`src/rtl/max7219_serial_ctrl.sv`:
```
// rtl/max7219_serial_ctrl.sv - MAX7219 init + six-digit BCD refresh serialiser
module max7219_serial_ctrl #(
    parameter int         CLK_DIV   = 2,
    parameter logic [3:0] INTENSITY = 4'h8
) (
    input  logic        i_clk,
    input  logic        i_reset_n,
    input  logic        i_update,
    input  logic [23:0] i_bcd,
    output logic        o_serial_clk,
    output logic        o_serial_dout,
    output logic        o_serial_load,
    output logic        o_busy
);

    localparam int              HW   = (CLK_DIV > 1) ? $clog2(CLK_DIV) : 1;
    localparam logic [HW-1:0]   HMAX = HW'(CLK_DIV - 1);

    typedef enum logic [2:0] {S_INIT, S_IDLE, S_SHIFT, S_LOAD, S_GAP} state_t;

    state_t        state;
    state_t        state_nxt;
    logic [HW-1:0] hcnt;
    logic          phase;
    logic [3:0]    bit_cnt;
    logic [2:0]    frame_idx;
    logic          init_mode;
    logic          pending;
    logic [23:0]   snap;
    logic          period_end;
    logic          last_frame;
    logic          start_refresh;
    logic [3:0]    digit;
    logic [15:0]   frame_word;

    function automatic logic [7:0] seg7(input logic [3:0] d);
        case (d)
            4'd0:    seg7 = 8'h7E;
            4'd1:    seg7 = 8'h30;
            4'd2:    seg7 = 8'h6D;
            4'd3:    seg7 = 8'h79;
            4'd4:    seg7 = 8'h33;
            4'd5:    seg7 = 8'h5B;
            4'd6:    seg7 = 8'h5F;
            4'd7:    seg7 = 8'h70;
            4'd8:    seg7 = 8'h7F;
            4'd9:    seg7 = 8'h7B;
            default: seg7 = 8'h00;
        endcase
    endfunction

    // Every SHIFT bit, LOAD and GAP is one "period": CLK_DIV low cycles then CLK_DIV high cycles.
    assign period_end    = phase && (hcnt == HMAX);
    assign last_frame    = init_mode ? (frame_idx == 3'd4) : (frame_idx == 3'd7);
    assign start_refresh = (state == S_IDLE) && (i_update || pending);

    always_ff @(posedge i_clk or negedge i_reset_n) begin
        if (!i_reset_n) begin
            state <= S_INIT;
        end else begin
            state <= state_nxt;
        end
    end

    always_comb begin
        state_nxt = state;
        case (state)
            S_INIT:  state_nxt = S_SHIFT;
            S_IDLE:  if (start_refresh) state_nxt = S_SHIFT;
            S_SHIFT: if (period_end && bit_cnt == 4'd0) state_nxt = S_LOAD;
            S_LOAD:  if (period_end) state_nxt = S_GAP;
            S_GAP:   if (period_end) state_nxt = last_frame ? S_IDLE : S_SHIFT;
            default: state_nxt = S_INIT;
        endcase
    end

    always_ff @(posedge i_clk or negedge i_reset_n) begin
        if (!i_reset_n) begin
            hcnt      <= '0;
            phase     <= 1'b0;
            bit_cnt   <= 4'd15;
            frame_idx <= 3'd0;
            init_mode <= 1'b1;
            pending   <= 1'b0;
            snap      <= '0;
        end else begin
            if (state == S_SHIFT || state == S_LOAD || state == S_GAP) begin
                if (hcnt == HMAX) begin
                    hcnt  <= '0;
                    phase <= ~phase;
                end else begin
                    hcnt <= hcnt + 1'b1;
                end
            end
            if (state == S_SHIFT && period_end && bit_cnt != 4'd0) begin
                bit_cnt <= bit_cnt - 4'd1;
            end
            if (state == S_GAP && period_end) begin
                bit_cnt <= 4'd15;
                if (!last_frame) begin
                    frame_idx <= frame_idx + 3'd1;
                end
            end
            // A strobe landing on the GAP->IDLE edge is still "busy" here, so it queues instead of being lost.
            if (start_refresh) begin
                pending   <= 1'b0;
                snap      <= i_bcd;
                frame_idx <= 3'd0;
                init_mode <= 1'b0;
                bit_cnt   <= 4'd15;
            end else if (i_update && state != S_IDLE) begin
                pending <= 1'b1;
            end
        end
    end

    always_comb begin
        case (frame_idx)
            3'd0:    digit = snap[23:20];
            3'd1:    digit = snap[19:16];
            3'd2:    digit = snap[15:12];
            3'd3:    digit = snap[11:8];
            3'd4:    digit = snap[7:4];
            3'd5:    digit = snap[3:0];
            default: digit = 4'hF;
        endcase
        if (init_mode) begin
            case (frame_idx)
                3'd0:    frame_word = 16'h0900;
                3'd1:    frame_word = {12'h0A0, INTENSITY};
                3'd2:    frame_word = 16'h0B07;
                3'd3:    frame_word = 16'h0C01;
                default: frame_word = 16'h0F00;
            endcase
        end else begin
            frame_word = {4'h0, {1'b0, frame_idx} + 4'd1, seg7(digit)};
        end
    end

    always_comb begin
        o_serial_clk  = (state == S_SHIFT) && phase;
        o_serial_dout = (state == S_SHIFT) && frame_word[bit_cnt];
        o_serial_load = (state == S_LOAD);
        o_busy        = (state != S_IDLE);
    end

endmodule

```
`config.mk`:
```
export PLATFORM = sky130hd
export DESIGN_NAME = max7219_serial_ctrl
export DESIGN_NICKNAME = d
export VERILOG_FILES = /design/src/rtl/max7219_serial_ctrl.sv
export SDC_FILE = /design/constraint.sdc
export NUM_CORES = 1
export LEC_CHECK = 0
export CORE_UTILIZATION = 28
export CTS_CLUSTER_SIZE = 12
export DETAILED_ROUTE_END_ITERATION = 8
export GPL_TIMING_DRIVEN = 0
export SYNTH_ARGS = -nofsm -noshare
export SYNTH_HDL_FRONTEND = slang
export SYNTH_SLANG_ARGS = --single-unit
```
`constraint.sdc`:
```
create_clock -name i_clk -period 5.42 [get_ports i_clk]
set_clock_uncertainty 0.1 [all_clocks]
set_input_delay 0.542 -clock i_clk [delete_from_list [all_inputs] [get_ports i_clk]]
set_output_delay 0.542 -clock i_clk [all_outputs]
set_load 0.05 [all_outputs]
```
==> flow_metrics.env, run 1 <==
export IMPL_instances_no_fill=364
export IMPL_swShare_pct=42.4
export IMPL_drv_cap=0
export IMPL_hold_class="input port to asynchronous set/reset pin"
export IMPL_gp_congestion=0.804
export IMPL_peakVddDrop_v=0.000149
export IMPL_cp_max_fo=10
export IMPL_nFillCells=812
export IMPL_cts_hold_buf=0
export IMPL_firstDrtPassIters=4
export IMPL_endpoint_kind="output port"
export IMPL_worstPathArrival_ps=4190
export IMPL_setup_worst_path_start_class="flip-flop"
export IMPL_synth_ff_latch_count=38
export IMPL_crit_type="flip-flop to output port"
export IMPL_drive_above_1_share_pct=22.5
export IMPL_critPathMaxStageDelay_ps=830
export IMPL_nets=300
export IMPL_initialDrtViolationCount=114
export IMPL_rows=32
export IMPL_initial_utilization_pct=29.5
export IMPL_portBuffers=30
export IMPL_power_internal_uw=926
export IMPL_finalCritPeriodShare_pct=89.2
export IMPL_slew_headroom_pct=61.5
export IMPL_synth_edf_count=0
export IMPL_antenna_diode_count=0
export IMPL_p_sw_uw=681
export IMPL_crit_slowest_cell="clkdlybuf4s50_1"
export IMPL_die_w_um=92.9
export IMPL_grt_setup_unrepaired="false"
export IMPL_grt_overflow_total=0
export IMPL_core_area_sq_um=7850
export IMPL_max_freq_ghz=0.207
export IMPL_htree_levels=2
export IMPL_routed_wl_um=5220
export IMPL_track_usage_pct=12.8
export IMPL_crit_chain="clkbuf_8 > clkbuf_1 > mux2_2 > a221oi_1 > inv_1 > ha_1 > and3_1 > a2111oi_0 > o311ai_0 > o211ai_2 > clkdlybuf4s50_1"
export IMPL_clkTransAtPathRegs_ps=70
export IMPL_grt_pass1_wl_um=8710
export IMPL_netlist_area_sq_um=2310
export IMPL_place_hpwl_um=3860
export IMPL_status="completed"
export IMPL_timing_final_crit_period_ps=4830
export IMPL_post_route_drc_count=0
export IMPL_synthDistinctLibCells=53
export IMPL_grt_max_degree=39
export IMPL_wire_per_inst_um=14.3
export IMPL_avgSynthCellArea_sq_um=10.4
export IMPL_powerDensity_nw_per_um2=566
export IMPL_area_growth_pct=22.7
export IMPL_die_h_um=92.9
export IMPL_boundaryPins=31
export IMPL_cts_resized=0
export IMPL_syn_num_nets=262
export IMPL_grt_antenna_before_repair=0
export IMPL_die_area_sq_um=8630
export IMPL_cts_root_buf="clkbuf_8"
export IMPL_async_flop_share_pct=100
export IMPL_tightest_slew_ps=577
export IMPL_cts_tree="yes"
export IMPL_combPwrFrac_pct=56.6
export IMPL_clockBufferDepth=2
export IMPL_cts_made_buffers=5
export IMPL_tns_ps=0
export IMPL_num_vias=1807
export IMPL_grt_pass1_vias=1767
export IMPL_slew_viol_final=0
export IMPL_clkPwrFrac_pct=11.7
export IMPL_final_hold_violation_count=0
export IMPL_power_uw=1610
export IMPL_clkLatencyLatePin_ps=290
export IMPL_cp_required_ps=4780
export IMPL_post_cts_buffers=0
export IMPL_cts_sinks=38
export IMPL_seqPwrFrac_pct=31.8
export IMPL_drt_vias_per_instance=4.96
export IMPL_drtAntennaViolNets=0
export IMPL_yosysWarnings=0
export IMPL_p_leak_uw=0.00119
export IMPL_syn_inst=223
export IMPL_seq_area_frac_synth_pct=41.4
export IMPL_place_inst=356
export IMPL_finalSetupViolCount=0
export IMPL_synth_top_flop_cell="dfrtp_1"
==> layout by cell type, fill, tap and decap left out, types with 3 or more instances in the layout <==
cell type and instances:
nor2_1 17, a21oi_1 13, nand2_1 16, nor2b_1 3
ha_1 12, buf_2 5, clkbuf_1 5, dfstp_2 5
clkbuf_8 7, xnor2_1 6, dfrtp_1 33, mux2_2 27
o21ai_0 8, inv_1 12, nand3_1 4, and3_1 4
a221oi_1 5, clkdlybuf4s50_1 29
==> final timing paths <==
kind	endpoint	slack, ps	start	cells past startpoint
max in group asynchronous	init_mode	4860	i_reset_n	2
hold reg to reg	hcnt	390	hcnt	1
setup / recovery	o_serial_dout	590	frame_idx[2]	11
min in group i_clk	hcnt	390	hcnt	1
setup reg to reg	frame_idx[0]	3050	frame_idx[1]	10
hold / removal	state[1]	100	i_reset_n	2
==> per-layer routing <==
metal	global-route usage, %	share of wire (%)	vias up
met4	3.85	1.4	0
met2	20.6	49	21
met3	2.30	2.2	7
li1	-	-	883
met5	0	0	-
met1	17.4	48	896
==> cells in the mapped netlist, types with 3 or more instances <==
cell       n  share of area [%]
dfrtp_1   33                 36
mux2_2    27                 13
nor2_1    17                2.8
nand2_1   16                2.6
a21oi_1   13                2.8
ha_1      12                6.5
inv_1     12                1.9
o21ai_0    8                1.7
xnor2_1    6                2.3
a221oi_1   5                1.9
dfstp_2    5                5.7
and3_1     4                1.1
buf_2      4               0.87
clkbuf_1   4               0.65
nand3_1    4               0.87
nor2b_1    3               0.81
==> sequential cells by signal, indices dropped and copies added, names as in the netlist <==
register and flops:
bit_cnt 4, phase 1, frame_idx 3, init_mode 1, state 3, snap 24
hcnt 1, pending 1
==> stage by stage <==
stage                     instance area (sq um)  hold WS, ps  utilization (%)  setup slack (ps)
after floorplan                            2310          146                -              2010
after global placement                     2740          380             34.9               948
after detailed placement                   2760          382             35.1               904
after CTS                                  2840          119             36.2               578
after global routing                       2840          109             36.2               283
final                                      2840          101             36.2               588
==> cell type report <==
| class | count | area (sq um) | share of cell area (%) |
|---|---|---|---|
| clock buffers | 6 | 72.6 | 2.56 |
| inverters | 12 | 45.0 | 1.59 |
| multi-input cells | 161 | 1230 | 43.4 |
| flip-flops and latches | 38 | 957 | 33.7 |
| well taps | 102 | 128 | 4.50 |
| plain buffers | 12 | 78.8 | 2.78 |
| clock inverters | 2 | 10.0 | 0.353 |
| repair buffers | 31 | 315 | 11.1 |
==> critical path: cells and delay by family, from the launching register on <==
family                     cells  cell delay, ps
DFF                            1             360
AOI/OAI and AO/OA              4            1190
adders and majority gates      1             210
and+or+nand+nor                1             150
muxes                          1             400
buffers and inverters          4            1580
==> power groups by stage <==
stage               combinational (uW)  clock, uW  sequential, uW
finish                             910        187             511
global route                      1010        208             524
CTS                                909        196             509
detailed placement                 904          0             515
global placement                   892          0             510
floorplan                          704          0             484
==> cells by family after synthesis <==
logic type,after synthesis,share of synthesized area (%)
simple gates,61,13.3
compound gates,52,16.2
flops,38,41.4
mux,30,15.0
buf+inv,24,5.35
fa+ha+maj,12,6.49
xor+xnor,6,2.27
(Power assumes the default switching activity.)
==> run 2, diff against run 1 <==
Settings changed: CTS_CLUSTER_SIZE 12 to 40.
==> results of run 2 <==
Same layout as run 1: the final DEF is identical, and so are final timing and power.
